## config.mk

```make
export PLATFORM = sky130hd
export DESIGN_NAME = grayscale_to_color_stream_flat
export DESIGN_NICKNAME = d
export VERILOG_FILES = /design/src/rtl/grayscale_to_color_stream_if.sv /design/src/rtl/grayscale_to_color_stream.sv /design/src/flat_wrapper.sv
export SDC_FILE = /design/constraint.sdc
export NUM_CORES = 1
export LEC_CHECK = 0
export BUFFER_PORTS_ARGS = -buffer_cell sky130_fd_sc_hd__buf_2
export CORE_MARGIN = 10
export CORE_UTILIZATION = 46
export DETAILED_ROUTE_END_ITERATION = 8
export PLACE_DENSITY = 0.67
export SETUP_SLACK_MARGIN = 0.1
export SYNTH_ARGS = -nofsm -noshare
export SYNTH_HDL_FRONTEND = slang
export SYNTH_SLANG_ARGS = --single-unit
export TNS_END_PERCENT = 50
```

## constraint.sdc

```tcl
create_clock -name clk -period 2.8 [get_ports clk]
set_clock_uncertainty 0.05 [all_clocks]
set_input_delay 0 -clock clk [delete_from_list [all_inputs] [get_ports clk]]
set_output_delay 0 -clock clk [all_outputs]
set_load 0.01 [all_outputs]
```

## src/rtl/grayscale_to_color_stream_if.sv

```systemverilog
// ----------------------------------------------------------------------------
// grayscale_to_color_stream_if
//   Pixel stream bundle for the pseudo-colour expander. Carries both sides
//   of the block: the grayscale input stream and the RGB output stream.
//
//   Input side  : in_gray[7:0], in_valid, in_sof, in_mode, in_ready
//   Output side : out_r/out_g/out_b[7:0], out_valid, out_sof, out_eol,
//                 out_eof, out_ready
//
//   slave  : the expander (consumes the gray stream, produces RGB)
//   master : the environment (drives the gray stream, sinks RGB)
// ----------------------------------------------------------------------------
interface grayscale_to_color_stream_if;
    logic [7:0] in_gray;
    logic       in_valid;
    logic       in_sof;
    logic       in_mode;
    logic       in_ready;

    logic [7:0] out_r;
    logic [7:0] out_g;
    logic [7:0] out_b;
    logic       out_valid;
    logic       out_sof;
    logic       out_eol;
    logic       out_eof;
    logic       out_ready;

    modport slave (
        input  in_gray, in_valid, in_sof, in_mode, out_ready,
        output in_ready, out_r, out_g, out_b, out_valid, out_sof, out_eol, out_eof
    );

    modport master (
        output in_gray, in_valid, in_sof, in_mode, out_ready,
        input  in_ready, out_r, out_g, out_b, out_valid, out_sof, out_eol, out_eof
    );
endinterface

```

## src/rtl/grayscale_to_color_stream.sv

```systemverilog
// ----------------------------------------------------------------------------
// grayscale_to_color_stream
//   Streaming pseudo-colour expander. Turns an 8-bit grayscale pixel stream
//   into 24-bit RGB, either by replicating the gray value (mode 0) or through
//   a 4-segment heat map (mode 1). Tracks the frame position of every input
//   beat and attaches end-of-line / end-of-frame markers to the output.
//
//   Ports
//     clk        system clock, rising edge
//     rst        synchronous active-high reset
//     px_if      pixel stream bundle (slave side), see the interface file
//     frame_err  sticky: a start-of-frame arrived while not at (0,0)
//
//   Pipeline: stage 1 registers gray/segment/mode/flags, stage 2 registers
//   the mapped RGB and flags and drives the outputs directly. Both stages
//   advance whenever the stage after them can take data, so the block runs
//   at one pixel per clock with two cycles of latency.
// ----------------------------------------------------------------------------
module grayscale_to_color_stream #(
    parameter int IMG_W = 640,
    parameter int IMG_H = 480
) (
    input  logic                         clk,
    input  logic                         rst,
    grayscale_to_color_stream_if.slave   px_if,
    output logic                         frame_err
);

    localparam int CW = (IMG_W > 1) ? $clog2(IMG_W) : 1;
    localparam int RW = (IMG_H > 1) ? $clog2(IMG_H) : 1;
    localparam logic [CW-1:0] COL_LAST = CW'(IMG_W - 1);
    localparam logic [RW-1:0] ROW_LAST = RW'(IMG_H - 1);

    // stage 1
    logic          s1_valid_q;
    logic [7:0]    s1_gray_q;
    logic [1:0]    s1_seg_q;
    logic          s1_mode_q;
    logic          s1_sof_q;
    logic          s1_eol_q;
    logic          s1_eof_q;

    // stage 2 (output registers)
    logic          s2_valid_q;
    logic [7:0]    s2_r_q;
    logic [7:0]    s2_g_q;
    logic [7:0]    s2_b_q;
    logic          s2_sof_q;
    logic          s2_eol_q;
    logic          s2_eof_q;

    // frame state
    logic          mode_q;
    logic [CW-1:0] col_q;
    logic [RW-1:0] row_q;
    logic          frame_err_q;

    logic          s2_load;
    logic          s1_load;
    logic          in_xfer;

    logic          eff_mode;
    logic [CW-1:0] pos_col;
    logic [RW-1:0] pos_row;
    logic          pos_eol;
    logic          pos_eof;
    logic [CW-1:0] col_d;
    logic [RW-1:0] row_d;
    logic          sof_mid_frame;

    logic [7:0]    x4;
    logic [7:0]    r_d;
    logic [7:0]    g_d;
    logic [7:0]    b_d;

    // ------------------------------------------------------------------------
    // Handshake
    // ------------------------------------------------------------------------
    assign s2_load = !s2_valid_q || px_if.out_ready;
    assign s1_load = !s1_valid_q || s2_load;
    assign in_xfer = px_if.in_valid && s1_load;

    // ------------------------------------------------------------------------
    // Frame position of the incoming beat. A sof beat is always placed at
    // (0,0), even mid-frame, so the stream resynchronises on it.
    // ------------------------------------------------------------------------
    always_comb begin
        eff_mode      = px_if.in_sof ? px_if.in_mode : mode_q;
        pos_col       = px_if.in_sof ? '0 : col_q;
        pos_row       = px_if.in_sof ? '0 : row_q;
        pos_eol       = (pos_col == COL_LAST);
        pos_eof       = pos_eol && (pos_row == ROW_LAST);
        sof_mid_frame = px_if.in_sof && ((col_q != '0) || (row_q != '0));

        col_d = pos_col + 1'b1;
        row_d = pos_row;
        if (pos_eol) begin
            col_d = '0;
            row_d = pos_eof ? '0 : (pos_row + 1'b1);
        end
    end

    // ------------------------------------------------------------------------
    // Colour mapping from stage 1 into stage 2.
    // 255 - v equals ~v for 8-bit v, so the falling ramps are a plain invert.
    // ------------------------------------------------------------------------
    always_comb begin
        x4  = {s1_gray_q[5:0], 2'b00};
        r_d = s1_gray_q;
        g_d = s1_gray_q;
        b_d = s1_gray_q;
        if (s1_mode_q) begin
            case (s1_seg_q)
                2'd0: begin
                    r_d = 8'h00;
                    g_d = x4;
                    b_d = 8'hFF;
                end
                2'd1: begin
                    r_d = 8'h00;
                    g_d = 8'hFF;
                    b_d = ~x4;
                end
                2'd2: begin
                    r_d = x4;
                    g_d = 8'hFF;
                    b_d = 8'h00;
                end
                default: begin
                    r_d = 8'hFF;
                    g_d = ~x4;
                    b_d = 8'h00;
                end
            endcase
        end
    end

    // ------------------------------------------------------------------------
    // Registers
    // ------------------------------------------------------------------------
    always_ff @(posedge clk) begin
        if (rst) begin
            s1_valid_q  <= 1'b0;
            s1_gray_q   <= '0;
            s1_seg_q    <= '0;
            s1_mode_q   <= 1'b0;
            s1_sof_q    <= 1'b0;
            s1_eol_q    <= 1'b0;
            s1_eof_q    <= 1'b0;
            s2_valid_q  <= 1'b0;
            s2_r_q      <= '0;
            s2_g_q      <= '0;
            s2_b_q      <= '0;
            s2_sof_q    <= 1'b0;
            s2_eol_q    <= 1'b0;
            s2_eof_q    <= 1'b0;
            mode_q      <= 1'b0;
            col_q       <= '0;
            row_q       <= '0;
            frame_err_q <= 1'b0;
        end else begin
            if (s1_load) begin
                s1_valid_q <= in_xfer;
                if (in_xfer) begin
                    s1_gray_q <= px_if.in_gray;
                    s1_seg_q  <= px_if.in_gray[7:6];
                    s1_mode_q <= eff_mode;
                    s1_sof_q  <= px_if.in_sof;
                    s1_eol_q  <= pos_eol;
                    s1_eof_q  <= pos_eof;
                end
            end

            // Stage 2 data only changes when a real beat moves in, so the
            // outputs stay put while stalled or idle.
            if (s2_load) begin
                s2_valid_q <= s1_valid_q;
                if (s1_valid_q) begin
                    s2_r_q   <= r_d;
                    s2_g_q   <= g_d;
                    s2_b_q   <= b_d;
                    s2_sof_q <= s1_sof_q;
                    s2_eol_q <= s1_eol_q;
                    s2_eof_q <= s1_eof_q;
                end
            end

            if (in_xfer) begin
                mode_q <= eff_mode;
                col_q  <= col_d;
                row_q  <= row_d;
                if (sof_mid_frame) begin
                    frame_err_q <= 1'b1;
                end
            end
        end
    end

    // ------------------------------------------------------------------------
    // Outputs
    // ------------------------------------------------------------------------
    assign px_if.in_ready  = s1_load;
    assign px_if.out_valid = s2_valid_q;
    assign px_if.out_r     = s2_r_q;
    assign px_if.out_g     = s2_g_q;
    assign px_if.out_b     = s2_b_q;
    assign px_if.out_sof   = s2_sof_q;
    assign px_if.out_eol   = s2_eol_q;
    assign px_if.out_eof   = s2_eof_q;
    assign frame_err       = frame_err_q;

endmodule

```

## src/flat_wrapper.sv

```systemverilog
// flat-port wrapper written by rule: the top's interface ports become plain ports
module grayscale_to_color_stream_flat 
#(
    parameter int IMG_W = 640,
    parameter int IMG_H = 480
)
  (clk, rst, frame_err, px_if_in_gray, px_if_in_valid, px_if_in_sof, px_if_in_mode, px_if_out_ready, px_if_in_ready, px_if_out_r, px_if_out_g, px_if_out_b, px_if_out_valid, px_if_out_sof, px_if_out_eol, px_if_out_eof);
  grayscale_to_color_stream_if px_if_i ();
  input  logic clk;
  input  logic rst;
  output logic frame_err;
  input wire logic [$bits(px_if_i.in_gray)-1:0] px_if_in_gray;
  input wire logic [$bits(px_if_i.in_valid)-1:0] px_if_in_valid;
  input wire logic [$bits(px_if_i.in_sof)-1:0] px_if_in_sof;
  input wire logic [$bits(px_if_i.in_mode)-1:0] px_if_in_mode;
  input wire logic [$bits(px_if_i.out_ready)-1:0] px_if_out_ready;
  output wire logic [$bits(px_if_i.in_ready)-1:0] px_if_in_ready;
  output wire logic [$bits(px_if_i.out_r)-1:0] px_if_out_r;
  output wire logic [$bits(px_if_i.out_g)-1:0] px_if_out_g;
  output wire logic [$bits(px_if_i.out_b)-1:0] px_if_out_b;
  output wire logic [$bits(px_if_i.out_valid)-1:0] px_if_out_valid;
  output wire logic [$bits(px_if_i.out_sof)-1:0] px_if_out_sof;
  output wire logic [$bits(px_if_i.out_eol)-1:0] px_if_out_eol;
  output wire logic [$bits(px_if_i.out_eof)-1:0] px_if_out_eof;
  assign px_if_i.in_gray = px_if_in_gray;
  assign px_if_i.in_valid = px_if_in_valid;
  assign px_if_i.in_sof = px_if_in_sof;
  assign px_if_i.in_mode = px_if_in_mode;
  assign px_if_i.out_ready = px_if_out_ready;
  assign px_if_in_ready = px_if_i.in_ready;
  assign px_if_out_r = px_if_i.out_r;
  assign px_if_out_g = px_if_i.out_g;
  assign px_if_out_b = px_if_i.out_b;
  assign px_if_out_valid = px_if_i.out_valid;
  assign px_if_out_sof = px_if_i.out_sof;
  assign px_if_out_eol = px_if_i.out_eol;
  assign px_if_out_eof = px_if_i.out_eof;
  grayscale_to_color_stream #(.IMG_W(IMG_W), .IMG_H(IMG_H)) u_core (.clk(clk), .rst(rst), .px_if(px_if_i), .frame_err(frame_err));
endmodule
```

# --- Word-level counts from Yosys, hierarchy flattened ---
# Cells that the tools add are included.
word_totals:
  out_inout_bits: 30
  in_bits: 14
  word_cells: 53
  reg_bits: 64
classes:
  muxes: 12
  n_reduce_logical: 16
  n_addsub: 2
  n_eq_ne: 4
  bitwise: 1
op_table:
  columns: ["operator", "n"]
  rows:
  - ["$pmux W8 S2", 3]
  - ["$mux W9", 3]
  - ["$mux W8", 3]
  - ["$mux W10", 2]
  - ["$add A10 B1 Y10 const B", 1]
  - ["$eq A10 B10 Y1 const B", 1]
  - ["$reduce_bool A10 Y1", 1]
  - ["$add A9 B1 Y9 const B", 1]
  - ["$eq A9 B9 Y1 const B", 1]
  - ["$reduce_bool A9 Y1", 1]
  - ["$not A8 Y8", 1]
  - ["$reduce_and A2 Y1", 3]
  - ["$reduce_or A2 Y1", 2]
  - ["$logic_and A1 B1 Y1", 3]
  - ["$logic_or A1 B1 Y1", 3]
  - ["$eq A2 B1 Y1 const B", 1]
  - ["$eq A2 B2 Y1 const B", 1]
  - ["$logic_not A1 Y1", 2]
  - ["$logic_not A2 Y1", 1]
  - ["$mux W1", 1]

# --- Depth between registers and ports, before layout ---
# Gate-level depths: netlist of the first run.
logic_depth:
  word_depth: 5
  ltp_mapped: 13
  ltp_nobuf: 7

# --- Worst setup path after synthesis of the first run ---
# No wires, ideal clock.
synth_timing:
  kind: "input-to-reg"
  from: "in px_if_in_sof"
  to: "reg u_core.col_q[3]"
  setup_ps: 78
  arrival_ps: 2119
  n_path_buf: 6
  path_slack_ps: 554
  cell_stages: 13
  required_time_ps: 2672
  cell_sequence: "buf_6 -> clkbuf_1 -> clkbuf_1 -> nor2b_1 -> ha_1 -> and4b_1 -> buf_4 -> and3_1 -> buf_4 -> buf_2 -> nor2_1 -> a21oi_1 -> nor3_1"
synth_between:
  elab_chain_len: 3
  word_cells_on_any_way: 4
  cone_classes: "1 x add/sub; 1 x eq/ne; 2 x mux"
synth_rtl:
  columns: ["item", "line", "source"]
  rows:
  - ["start, declared", "flat_wrapper.sv:14", "input wire logic [$bits(px_if_i.in_sof)-1:0] px_if_in_sof;"]
  - ["$mux W10 *", "grayscale_to_color_stream.sv:89", "pos_col = px_if.in_sof ? '0 : col_q;"]
  - ["$add A10 B1 Y10 / $eq A10 B10 Y1 (equally long branches)", "grayscale_to_color_stream.sv:95, grayscale_to_color_stream.sv:91", null]
  - ["$mux W10 *", "grayscale_to_color_stream.sv:97", "if (pos_eol) begin"]
  - ["end signal, assigned", "grayscale_to_color_stream.sv:190", "col_q <= col_d;"]
  - ["end, declared", "grayscale_to_color_stream.sv:54", "logic [CW-1:0] col_q;"]
# Every way passes the cells marked *; elsewhere a longest branch is shown, timed or not.
# A chain may end at the register's enable or synchronous reset.

# --- Final worst setup path of the first run ---
layout_timing:
  from: "reg u_core.col_q[0]"
  to: "reg u_core.row_q[4]"
layout_between:
  elab_chain_len: 5
layout_rtl:
  columns: ["item", "line", "source"]
  rows:
  - ["$mux W10 *", "grayscale_to_color_stream.sv:89", null]
  - ["$eq A10 B10 Y1 *", "grayscale_to_color_stream.sv:91", "pos_eol = (pos_col == COL_LAST);"]
  - ["$logic_and A1 B1 Y1", "grayscale_to_color_stream.sv:92", "pos_eof = pos_eol && (pos_row == ROW_LAST);"]
  - ["$mux W9", "grayscale_to_color_stream.sv:99", "row_d = pos_eof ? '0 : (pos_row + 1'b1);"]
  - ["$mux W9 *", "grayscale_to_color_stream.sv:97", null]
  - ["end signal, assigned", "grayscale_to_color_stream.sv:191", "row_q <= row_d;"]
  - ["end, declared", "grayscale_to_color_stream.sv:55", "logic [RW-1:0] row_q;"]
# Marks and branches as above.

==> results of run 1 <==
worst max-delay path: cells and delay by family (launching register included):
family / cells / cell delay [ns]
AOI/OAI and AO/OA: 1 / 0.18
adders and majority gates: 1 / 0.21
DFF: 1 / 0.38
and+or+nand+nor: 5 / 1.52
layout make-up:
type | count | share of cell area, %
multi-input combinational | 283 | 43.9
inverter | 13 | 1.38
tap | 77 | 2.73
clock inverter | 6 | 1.81
sequential | 61 | 34.6
clock buffer | 10 | 3.61
timing repair buffer | 67 | 12.0
placed cells by master (no fill, tap or decap), types with 3 or more instances in the layout:
cell type                       synthesis  final
sky130_fd_sc_hd__or4_1                  7      7
sky130_fd_sc_hd__nand3_1                7      7
sky130_fd_sc_hd__o21ai_0               13     13
sky130_fd_sc_hd__nand3b_1               3      3
sky130_fd_sc_hd__nor4_1                 8      8
sky130_fd_sc_hd__a31oi_1                4      4
sky130_fd_sc_hd__buf_2                  2     43
sky130_fd_sc_hd__a21o_1                 8      8
sky130_fd_sc_hd__nand2b_1               4      4
sky130_fd_sc_hd__dlygate4sd3_1          0     12
sky130_fd_sc_hd__ha_1                   7      7
sky130_fd_sc_hd__buf_4                  2     12
sky130_fd_sc_hd__inv_1                 13     13
sky130_fd_sc_hd__nor3_1                18     18
sky130_fd_sc_hd__a21oi_1               72     72
sky130_fd_sc_hd__a211oi_1              15     15
sky130_fd_sc_hd__nand4_1                5      5
sky130_fd_sc_hd__nand2_1               51     51
sky130_fd_sc_hd__clkbuf_8               0      9
sky130_fd_sc_hd__nor2b_1                4      4
sky130_fd_sc_hd__dfxtp_1               61     61
sky130_fd_sc_hd__nor2_1                36     36
flip-flops by register name, summed over array words and instances, names as in the netlist, 2 cells and up, named ones only:
register            flops
u_core.col_q           10
u_core.px_if.out_b      8
u_core.px_if.out_g      8
u_core.px_if.out_r      8
u_core.row_q            9
u_core.s1_gray_q        6
u_core.s1_seg_q         2
cells by family after synthesis:
group	after synthesis
buffers and inverters	46
AOI/OAI and AO/OA	121
and+or+nand+nor	153
adders and majority gates	7
muxes	2
DFF	61
stage by stage:
stage	instance area, um^2	hold slack [ns]	utilization [%]
after CTS	3530	0.114	56.0
after floorplan	2960	0.0795	-
final	3530	0.148	56.0
after detailed placement	3220	0.196	51.0
after global routing	3530	0.164	56.0
after global placement	3220	0.192	51.0
layer usage:
| metal | global-route usage, % | vias to the layer above | wire [um] |
|---|---|---|---|
| met2 | 20.8 | 84 | 3220 |
| met5 | 0 | - | 0 |
| met3 | 5.56 | 7 | 475 |
| li1 | - | 1476 | - |
| met1 | 20.1 | 1309 | 3600 |
| met4 | 4.57 | 0 | 65 |
final timing paths:
kind	startpoint	endpoint	slack, ns
worst max-delay path	u_core.col_q[0]	u_core.row_q[4]	0.37
worst min-delay path	rst	u_core.px_if.out_g[2]	0.15
worst max register to register	u_core.col_q[0]	u_core.row_q[4]	0.37
worst min register to register	u_core.s1_eof_q	u_core.px_if.out_eof	0.40
power by group through the flow:
stage	logic (uW)	registers, uW	clock network [uW]
after floorplan	136	935	0
after global placement	197	934	0
after detailed placement	199	935	0
after CTS	213	915	786
after global routing	240	919	818
final	212	916	768
==> impl_metrics.prom, run 1 <==
# TYPE chip_impl_metric gauge
chip_impl_info{name="outcome",value="completed"} 1
chip_impl_metric{name="net-switching-power",unit="uW"} 508
chip_impl_metric{name="power.sequential.fraction",unit="%"} 48.3
chip_impl_metric{name="fp.dieH",unit="um"} 100
chip_impl_metric{name="synth.ff_latch_count",unit=""} 61
chip_impl_info{name="critPathCaptureType",value="register"} 1
chip_impl_metric{name="post_cts_resized",unit=""} 0
chip_impl_metric{name="timing.final.hold_violations",unit=""} 0
chip_impl_metric{name="power.clock.fraction",unit="%"} 40.5
chip_impl_metric{name="timing.setup.tns",unit="ns"} 0
chip_impl_metric{name="synth-seq-area-share",unit="%"} 41.2
chip_impl_metric{name="remaining_drc_errors",unit=""} 0
chip_impl_metric{name="grt_first_pass_wirelength",unit="um"} 12400
chip_impl_info{name="synth.cells.most_frequent",value="72 x sky130_fd_sc_hd__a21oi_1, 61 x sky130_fd_sc_hd__dfxtp_1, 51 x sky130_fd_sc_hd__nand2_1"} 1
chip_impl_metric{name="synth.distinct_cells",unit=""} 37
chip_impl_metric{name="clkSinkCount",unit=""} 61
chip_impl_info{name="crit_type",value="register to register"} 1
chip_impl_metric{name="post_layout_nonfiller_instances",unit=""} 517
chip_impl_metric{name="synthAdderAreaFrac",unit="%"} 2.96
chip_impl_metric{name="combinationalPowerShare",unit="%"} 11.2
chip_impl_metric{name="die_area",unit="um^2"} 10000
chip_impl_info{name="clk_root_buffer_cell",value="sky130_fd_sc_hd__clkbuf_8"} 1
chip_impl_metric{name="setup_violations",unit=""} 0
chip_impl_metric{name="drv_cap",unit=""} 0
chip_impl_info{name="critical_path.startpoint_type",value="register"} 1
chip_impl_metric{name="clock_tree.htree_level_count",unit=""} 3
chip_impl_metric{name="antenna_found_initial",unit=""} 0
chip_impl_metric{name="critPathMaxStageDelay",unit="ns"} 0.43
chip_impl_info{name="grt_setup_unrepaired",value="no"} 1
chip_impl_metric{name="largest_net_degree_at_the_start_of_global_routing",unit=""} 41
chip_impl_metric{name="wl",unit="um"} 7370
chip_impl_metric{name="number_of_core_rows",unit=""} 29
chip_impl_metric{name="synthesis.instances",unit=""} 390
chip_impl_metric{name="mappedNetlistArea",unit="um^2"} 2960
chip_impl_metric{name="fin_total_pwr",unit="uW"} 1900
chip_impl_metric{name="clock_path_buffers",unit=""} 2
chip_impl_info{name="flip_flop_cell_with_the_highest_count_after_synthesis",value="sky130_fd_sc_hd__dfxtp_1"} 1
chip_impl_metric{name="swShare",unit="%"} 26.8
chip_impl_info{name="dominant_combinational_cell_family_by_area_after_synthesis",value="simple AND/OR/NAND/NOR gates"} 1
chip_impl_info{name="critical_path.slowest_cell",value="sky130_fd_sc_hd__and3_1"} 1
chip_impl_metric{name="yosysTopAreaCellShare",unit="%"} 41.2
chip_impl_metric{name="holdBufCountCts",unit=""} 12
chip_impl_metric{name="total_leakage_power",unit="uW"} 0.00138
chip_impl_metric{name="grt_pass1_vias",unit=""} 2647
chip_impl_metric{name="tritoncts.num_buffers",unit=""} 9
chip_impl_metric{name="post_synth_xor_area_fraction",unit="%"} 0
chip_impl_metric{name="dp_hpwl",unit="um"} 5090
chip_impl_metric{name="synth-compound-area-share",unit="%"} 23.6
chip_impl_metric{name="worst_case_vdd_ir_drop",unit="uV"} 397
chip_impl_metric{name="syn2layout_area_growth",unit="%"} 19.3
chip_impl_metric{name="slew_headroom",unit="%"} 41.8
chip_impl_metric{name="required",unit="ns"} 3.01
chip_impl_info{name="leading_cell_types_by_total_area_after_synthesis",value="sky130_fd_sc_hd__dfxtp_1 41%, sky130_fd_sc_hd__a21oi_1 12%, sky130_fd_sc_hd__nand2_1 6.5%"} 1
chip_impl_metric{name="post-route-min-period",unit="ns"} 2.43
chip_impl_metric{name="gp_routability_congestion",unit=""} 0.855
chip_impl_metric{name="drive_gt1_share",unit="%"} 16.4
chip_impl_metric{name="rr_worst_depth",unit=""} 7
chip_impl_metric{name="worstHoldPathCells",unit=""} 2
chip_impl_metric{name="power.density_cell_area",unit="nW/um^2"} 537
chip_impl_metric{name="postCtsSetupRepairBufs",unit=""} 0
chip_impl_metric{name="ant_nets",unit=""} 0
chip_impl_metric{name="syn-num-nets",unit=""} 411
chip_impl_metric{name="maxSlewViolCount",unit=""} 0
chip_impl_metric{name="place_ws",unit="ns"} 0.427
chip_impl_metric{name="vias_per_cell",unit=""} 5.56
chip_impl_info{name="yosysTopAreaCell",value="sky130_fd_sc_hd__dfxtp_1"} 1
chip_impl_metric{name="grt.overflow.total",unit=""} 0
chip_impl_metric{name="num-nets-final",unit=""} 456
chip_impl_metric{name="cell_internal_pwr",unit="uW"} 1390
chip_impl_metric{name="synth_enable_flop_cells",unit=""} 0
chip_impl_info{name="worstPathCellList",value="nor2b_1, ha_1, and4b_1, and3_1, nand4_1, or4_1, a21oi_1"} 1
chip_impl_metric{name="routed-via-count",unit=""} 2876
chip_impl_metric{name="maxClockFrequency",unit="MHz"} 411
chip_impl_metric{name="antennaDiodeCount",unit=""} 0
chip_impl_metric{name="drtIter0Drc",unit=""} 168
chip_impl_metric{name="layout_worst_path_cycle_share",unit="%"} 86.8
chip_impl_metric{name="yosys-mux-area-fraction",unit="%"} 0.676
chip_impl_metric{name="setup_slack",unit="ns"} 0.369
chip_impl_metric{name="dpl.cell_count",unit=""} 489
chip_impl_metric{name="initial_util",unit="%"} 46.9
chip_impl_metric{name="final.fill_count",unit=""} 605
chip_impl_metric{name="crit_fanout",unit=""} 11
chip_impl_metric{name="clk_latency",unit="ns"} 0.34
chip_impl_metric{name="post_synthesis_share_of_cell_area_spent_on_and_or_nand_and_nor_gates",unit="%"} 25.1
chip_impl_metric{name="register_area",unit="um^2"} 1220
chip_impl_info{name="tritoncts",value="yes"} 1
chip_impl_metric{name="multiInputGateArea",unit="um^2"} 1550
chip_impl_metric{name="pin_count",unit=""} 44
chip_impl_metric{name="postSynthAreaPerCell",unit="um^2"} 7.59
chip_impl_metric{name="crit_arrival",unit="ns"} 2.64
chip_impl_metric{name="synth-async-reset-ratio",unit="%"} 0
chip_impl_metric{name="core_area",unit="um^2"} 6310
chip_impl_metric{name="track_usage",unit="%"} 14.7
chip_impl_metric{name="timing_worst_slew_pin_value",unit="ns"} 0.871
chip_impl_metric{name="cts.reportedPaths.clkPinSlew",unit="ns"} 0.07
chip_impl_metric{name="first_pass_iters",unit=""} 4
chip_impl_metric{name="die_width",unit="um"} 100
chip_impl_info{name="hold_path.class",value="input port to register"} 1
chip_impl_info{name="yosys.cell_count.top_type",value="sky130_fd_sc_hd__a21oi_1"} 1
chip_impl_metric{name="place.port_buffers",unit=""} 43
chip_impl_metric{name="ys_warn_count",unit=""} 0
chip_impl_metric{name="routedWlPerCell",unit="um"} 14.2
No activity file was read; power rests on OpenSTA's default activity.
==> run 2, diff against run 1 <==
Settings changed: CAP_MARGIN set to 5, CTS_BUF_LIST set to sky130_fd_sc_hd__clkbuf_8.
==> impl_metrics.prom, run 2 (synthesis results as in run 1) <==
# TYPE chip_impl_metric gauge
chip_impl_metric{name="clock_tree.htree_level_count",unit=""} 3
chip_impl_info{name="critPathCaptureType",value="register"} 1
chip_impl_metric{name="layout_worst_path_cycle_share",unit="%"} 85.3
chip_impl_metric{name="timing_worst_slew_pin_value",unit="ns"} 0.894
chip_impl_metric{name="track_usage",unit="%"} 14.7
chip_impl_metric{name="initial_util",unit="%"} 46.9
chip_impl_info{name="grt_setup_unrepaired",value="no"} 1
chip_impl_metric{name="clkSinkCount",unit=""} 61
chip_impl_metric{name="clock_path_buffers",unit=""} 2
chip_impl_info{name="top_regs",value="u_core.col_q x10, u_core.row_q x9"} 1
chip_impl_metric{name="crit_fanout",unit=""} 11
chip_impl_metric{name="timing.final.hold_violations",unit=""} 0
chip_impl_metric{name="hold-worst-slack",unit="ns"} 0.141
chip_impl_info{name="hold_path.class",value="input port to register"} 1
chip_impl_metric{name="die_area",unit="um^2"} 10000
chip_impl_metric{name="drv_cap",unit=""} 0
chip_impl_metric{name="dp_hpwl",unit="um"} 5090
chip_impl_metric{name="total_leakage_power",unit="uW"} 0.00139
chip_impl_info{name="clk_root_buffer_cell",value="sky130_fd_sc_hd__clkbuf_8"} 1
chip_impl_metric{name="largest_net_degree_at_the_start_of_global_routing",unit=""} 41
chip_impl_metric{name="fp.dieH",unit="um"} 100
chip_impl_metric{name="power.density_cell_area",unit="nW/um^2"} 535
chip_impl_metric{name="maxSlewViolCount",unit=""} 0
chip_impl_metric{name="worst_case_vdd_ir_drop",unit="uV"} 397
chip_impl_metric{name="pin_count",unit=""} 44
chip_impl_metric{name="post_layout_nonfiller_instances",unit=""} 517
chip_impl_metric{name="tritoncts.num_buffers",unit=""} 9
chip_impl_metric{name="num-nets-final",unit=""} 456
chip_impl_metric{name="post-route-util",unit="%"} 56.0
chip_impl_metric{name="antenna_found_initial",unit=""} 0
chip_impl_metric{name="critPathMaxStageDelay",unit="ns"} 0.43
chip_impl_metric{name="slew_headroom",unit="%"} 40.3
chip_impl_metric{name="gp_routability_congestion",unit=""} 0.855
chip_impl_metric{name="core_area",unit="um^2"} 6310
chip_impl_info{name="top_register",value="u_core.col_q"} 1
chip_impl_metric{name="timing.setup.tns",unit="ns"} 0
chip_impl_metric{name="required",unit="ns"} 3.01
chip_impl_metric{name="crit_arrival",unit="ns"} 2.60
chip_impl_metric{name="remaining_drc_errors",unit=""} 0
chip_impl_metric{name="antennaDiodeCount",unit=""} 0
chip_impl_metric{name="met3RoutedLength",unit="um"} 459
chip_impl_metric{name="wl",unit="um"} 7340
chip_impl_metric{name="drtIter0Drc",unit=""} 188
chip_impl_metric{name="setup_violations",unit=""} 0
chip_impl_metric{name="largest_reg_flops",unit=""} 10
chip_impl_info{name="tritoncts",value="yes"} 1
chip_impl_metric{name="vias_per_cell",unit=""} 5.56
chip_impl_metric{name="place.port_buffers",unit=""} 43
chip_impl_metric{name="maxClockFrequency",unit="MHz"} 418
chip_impl_info{name="top_layer",value="met4"} 1
chip_impl_metric{name="routedWlPerCell",unit="um"} 14.2
chip_impl_metric{name="post-route-min-period",unit="ns"} 2.39
chip_impl_info{name="mostFrequentLayoutCell",value="sky130_fd_sc_hd__a21oi_1"} 1
chip_impl_metric{name="ant_nets",unit=""} 0
chip_impl_metric{name="clk_latency",unit="ns"} 0.34
chip_impl_metric{name="grt.overflow.total",unit=""} 0
chip_impl_metric{name="die_width",unit="um"} 100
chip_impl_metric{name="syn2layout_area_growth",unit="%"} 19.3
chip_impl_info{name="critical_path.startpoint_type",value="register"} 1
chip_impl_metric{name="detailroute.wirelength.met2",unit="um"} 3200
chip_impl_info{name="critical_path.slowest_cell",value="sky130_fd_sc_hd__and3_1"} 1
chip_impl_metric{name="dpl.cell_count",unit=""} 489
chip_impl_info{name="worstPathCellList",value="nor2b_1, ha_1, and4b_1, and3_1, nand4_1, or4_1, a21oi_1"} 1
chip_impl_metric{name="route.layer.met1.wl",unit="um"} 3640
chip_impl_metric{name="grt_pass1_vias",unit=""} 2647
chip_impl_info{name="outcome",value="completed"} 1
chip_impl_metric{name="drive_gt1_share",unit="%"} 16.4
chip_impl_info{name="layout_common_cells",value="72 x sky130_fd_sc_hd__a21oi_1, 61 x sky130_fd_sc_hd__dfxtp_1, 51 x sky130_fd_sc_hd__nand2_1"} 1
chip_impl_metric{name="grt_first_pass_wirelength",unit="um"} 12400
chip_impl_metric{name="cts.reportedPaths.clkPinSlew",unit="ns"} 0.07
chip_impl_info{name="crit_type",value="register to register"} 1
chip_impl_metric{name="first_pass_iters",unit=""} 4
chip_impl_metric{name="number_of_core_rows",unit=""} 29
chip_impl_metric{name="routed-via-count",unit=""} 2875
-- run 2: cell types whose count changed in the layout (fill, tap and decap cells not counted) --
cell	delta
sky130_fd_sc_hd__clkbuf_1	-1
sky130_fd_sc_hd__inv_1	+1
-- run 2: path summary, 6_finish.rpt --
path	startpoint	end	slack [ns]	cells past startpoint
worst min-delay path	px_if_in_sof	u_core.row_q[4]	0.14	3
worst max register to register	u_core.col_q[0]	u_core.row_q[4]	0.41	7
worst min register to register	u_core.s1_eof_q	u_core.px_if.out_eof	0.40	2
worst max-delay path	u_core.col_q[0]	u_core.row_q[4]	0.41	7
-- run 2: power breakdown --
part	switching (uW)	internal, uW	total [uW]
combinational	126	86.8	213
sequential	22.9	893	916
clock	355	405	761
-- run 2: cell type report --
type,instances,area (um^2)
inverters,13,48.8
clock inverters,7,67.6
repair buffers,67,425
clock buffers,9,124
fillers,605,2780
flip-flops and latches,61,1220
well taps,77,96.3
multi-input cells,283,1550
-- run 2: metrics by stage --
step	total power, uW	cell area, um^2	worst slack (ns)
after global placement	1130	3220	0.509
after global routing	1970	3530	0.204
after detailed placement	1130	3220	0.427
after floorplan	1070	2960	0.554
after CTS	1910	3530	0.415
final	1890	3530	0.410
-- run 2: per-layer routing --
layer | global-route usage [%] | vias to the layer above
met5 | 0 | -
met1 | 20.1 | 1316
li1 | - | 1476
met2 | 20.8 | 77
met4 | 4.57 | 0
met3 | 5.56 | 6
-- run 2: repair_timing --
action	in CTS	in global routing
gates resized for setup	0	0
setup buffers	0	0
hold endpoints to repair	11	0
hold buffers	12	0
-- run 2: critical path: cells and delay by family, from the launching register on --
family,cells,cell delay (ns)
simple gates,5,1.50
fa+ha+maj,1,0.21
flops,1,0.38
compound gates,1,0.16
==> run 3, diff against run 2 <==
Settings changed: RECOVER_POWER set to 25.
==> impl_metrics.prom, run 3 (synthesis results as in run 1) <==
# TYPE chip_impl_metric gauge
chip_impl_info{name="grt_setup_unrepaired",value="no"} 1
chip_impl_metric{name="detailroute.wirelength.met2",unit="um"} 3240
chip_impl_metric{name="total_leakage_power",unit="uW"} 0.00130
chip_impl_metric{name="clk_latency",unit="ns"} 0.34
chip_impl_metric{name="layout_worst_path_cycle_share",unit="%"} 85.6
chip_impl_metric{name="post-route-min-period",unit="ns"} 2.40
chip_impl_metric{name="setup_violations",unit=""} 0
chip_impl_metric{name="num-nets-final",unit=""} 456
chip_impl_metric{name="clock_tree.htree_level_count",unit=""} 3
chip_impl_metric{name="place_ws",unit="ns"} 0.427
chip_impl_metric{name="worst_case_vdd_ir_drop",unit="uV"} 399
chip_impl_info{name="crit_type",value="register to register"} 1
chip_impl_metric{name="slew_headroom",unit="%"} 40.9
chip_impl_metric{name="power.density_cell_area",unit="nW/um^2"} 540
chip_impl_metric{name="final.fill_count",unit=""} 617
chip_impl_metric{name="met3RoutedLength",unit="um"} 457
chip_impl_metric{name="die_width",unit="um"} 100
chip_impl_metric{name="timing.setup.tns",unit="ns"} 0
chip_impl_metric{name="pin_count",unit=""} 44
chip_impl_info{name="top_register",value="u_core.col_q"} 1
chip_impl_info{name="outcome",value="completed"} 1
chip_impl_info{name="top_layer",value="met4"} 1
chip_impl_info{name="worstPathCellList",value="nor2b_1, ha_1, and4b_1, and3_1, nand4_1, or4_1, a21oi_1"} 1
chip_impl_metric{name="routed-via-count",unit=""} 2876
chip_impl_metric{name="postCtsSetupRepairBufs",unit=""} 0
chip_impl_metric{name="largest_net_degree_at_the_start_of_global_routing",unit=""} 41
chip_impl_metric{name="antenna_found_initial",unit=""} 0
chip_impl_metric{name="r2r_slack",unit="ns"} 0.40
chip_impl_info{name="mostFrequentLayoutCell",value="sky130_fd_sc_hd__a21oi_1"} 1
chip_impl_metric{name="critPathMaxStageDelay",unit="ns"} 0.43
chip_impl_metric{name="first_pass_iters",unit=""} 4
chip_impl_metric{name="crit_arrival",unit="ns"} 2.61
chip_impl_metric{name="antennaDiodeCount",unit=""} 0
chip_impl_metric{name="drive_gt1_share",unit="%"} 11.6
chip_impl_metric{name="grt_first_pass_wirelength",unit="um"} 12400
chip_impl_info{name="layout_common_cells",value="72 x sky130_fd_sc_hd__a21oi_1, 61 x sky130_fd_sc_hd__dfxtp_1, 51 x sky130_fd_sc_hd__nand2_1"} 1
chip_impl_metric{name="clock_path_buffers",unit=""} 2
chip_impl_metric{name="layout.cell_area.non_filler",unit="um^2"} 3510
chip_impl_info{name="tritoncts",value="yes"} 1
chip_impl_metric{name="crit_fanout",unit=""} 11
chip_impl_metric{name="number_of_core_rows",unit=""} 29
chip_impl_info{name="critPathCaptureType",value="register"} 1
chip_impl_metric{name="gp_routability_congestion",unit=""} 0.855
chip_impl_info{name="hold_path.class",value="input port to register"} 1
chip_impl_metric{name="wl",unit="um"} 7390
chip_impl_metric{name="core_area",unit="um^2"} 6310
chip_impl_metric{name="drtIter0Drc",unit=""} 202
chip_impl_info{name="clk_root_buffer_cell",value="sky130_fd_sc_hd__clkbuf_8"} 1
chip_impl_metric{name="dp_hpwl",unit="um"} 5090
chip_impl_metric{name="clkSinkCount",unit=""} 61
chip_impl_info{name="critical_path.slowest_cell",value="sky130_fd_sc_hd__and3_1"} 1
chip_impl_metric{name="required",unit="ns"} 3.02
chip_impl_metric{name="die_area",unit="um^2"} 10000
chip_impl_metric{name="place_area",unit="um^2"} 3220
chip_impl_metric{name="post_cts_resized",unit=""} 0
chip_impl_metric{name="timing_worst_slew_pin_value",unit="ns"} 0.884
chip_impl_metric{name="ant_nets",unit=""} 0
chip_impl_info{name="top_regs",value="u_core.col_q x10, u_core.row_q x9"} 1
chip_impl_metric{name="route.layer.met1.wl",unit="um"} 3630
chip_impl_metric{name="routedWlPerCell",unit="um"} 14.3
chip_impl_metric{name="post-route-util",unit="%"} 55.5
chip_impl_metric{name="maxSlewViolCount",unit=""} 0
chip_impl_metric{name="timing.final.hold_violations",unit=""} 0
chip_impl_metric{name="fin_total_pwr",unit="uW"} 1890
chip_impl_metric{name="track_usage",unit="%"} 14.7
chip_impl_metric{name="grt.overflow.total",unit=""} 0
chip_impl_metric{name="place.port_buffers",unit=""} 43
chip_impl_metric{name="syn2layout_area_growth",unit="%"} 18.4
chip_impl_metric{name="initial_util",unit="%"} 46.9
chip_impl_info{name="critical_path.startpoint_type",value="register"} 1
chip_impl_metric{name="remaining_drc_errors",unit=""} 0
chip_impl_metric{name="vias_per_cell",unit=""} 5.56
chip_impl_metric{name="largest_reg_flops",unit=""} 10
chip_impl_metric{name="grt_pass1_vias",unit=""} 2647
chip_impl_metric{name="setup_slack",unit="ns"} 0.403
chip_impl_metric{name="drv_cap",unit=""} 0
chip_impl_metric{name="maxClockFrequency",unit="MHz"} 417
chip_impl_metric{name="cts.reportedPaths.clkPinSlew",unit="ns"} 0.07
chip_impl_metric{name="fp.dieH",unit="um"} 100
chip_impl_metric{name="tritoncts.num_buffers",unit=""} 9
[run 3: worst paths after layout]
kind,depth (start not counted),from,end
setup / recovery,7,u_core.col_q[0],u_core.row_q[4]
hold / removal,3,px_if_in_sof,u_core.row_q[4]
setup reg to reg,7,u_core.col_q[0],u_core.row_q[4]
hold reg to reg,2,u_core.s1_eof_q,u_core.px_if.out_eof
[run 3: per-stage QoR]
| stage | hold WS [ns] | instances |
|---|---|---|
| after floorplan | 0.0795 | 390 |
| after global placement | 0.192 | 489 |
| after detailed placement | 0.196 | 489 |
| after CTS | 0.114 | 517 |
| after global routing | 0.164 | 517 |
| final | 0.139 | 517 |
[run 3: cell type report]
class | instances | area (um^2) | share of cell area [%]
multi-input cells | 283 | 1550 | 44.2
clock buffers | 9 | 124 | 3.53
repair buffers | 67 | 399 | 11.4
clock inverters | 7 | 67.6 | 1.93
well taps | 77 | 96.3 | 2.75
inverters | 13 | 48.8 | 1.39
flip-flops and latches | 61 | 1220 | 34.8
[run 3: metal layers]
layer	global-route usage (%)	vias to the layer above
li1	-	1477
met1	20.1	1323
met2	20.8	68
met3	5.56	8
met4	4.57	0
met5	0	-
[run 3: repair_timing]
item	in CTS	in global routing
hold endpoints to repair	11	0
hold buffers	12	0
setup endpoints to repair	0	0
[run 3: critical path, delay by kind of cell, from the launching register on]
family	cells	cell delay (ns)
AO/OA/AOI/OAI	1	0.16
AND/OR/NAND/NOR	5	1.51
flip-flops	1	0.38
adder cells (fa/ha/maj)	1	0.21
[run 3: report_power, final]
part	internal [uW]	total (uW)	leakage, uW	switching, uW
sequential	893	916	0.000495	23.5
clock	405	768	0.0000964	363
combinational	84.2	210	0.000706	126
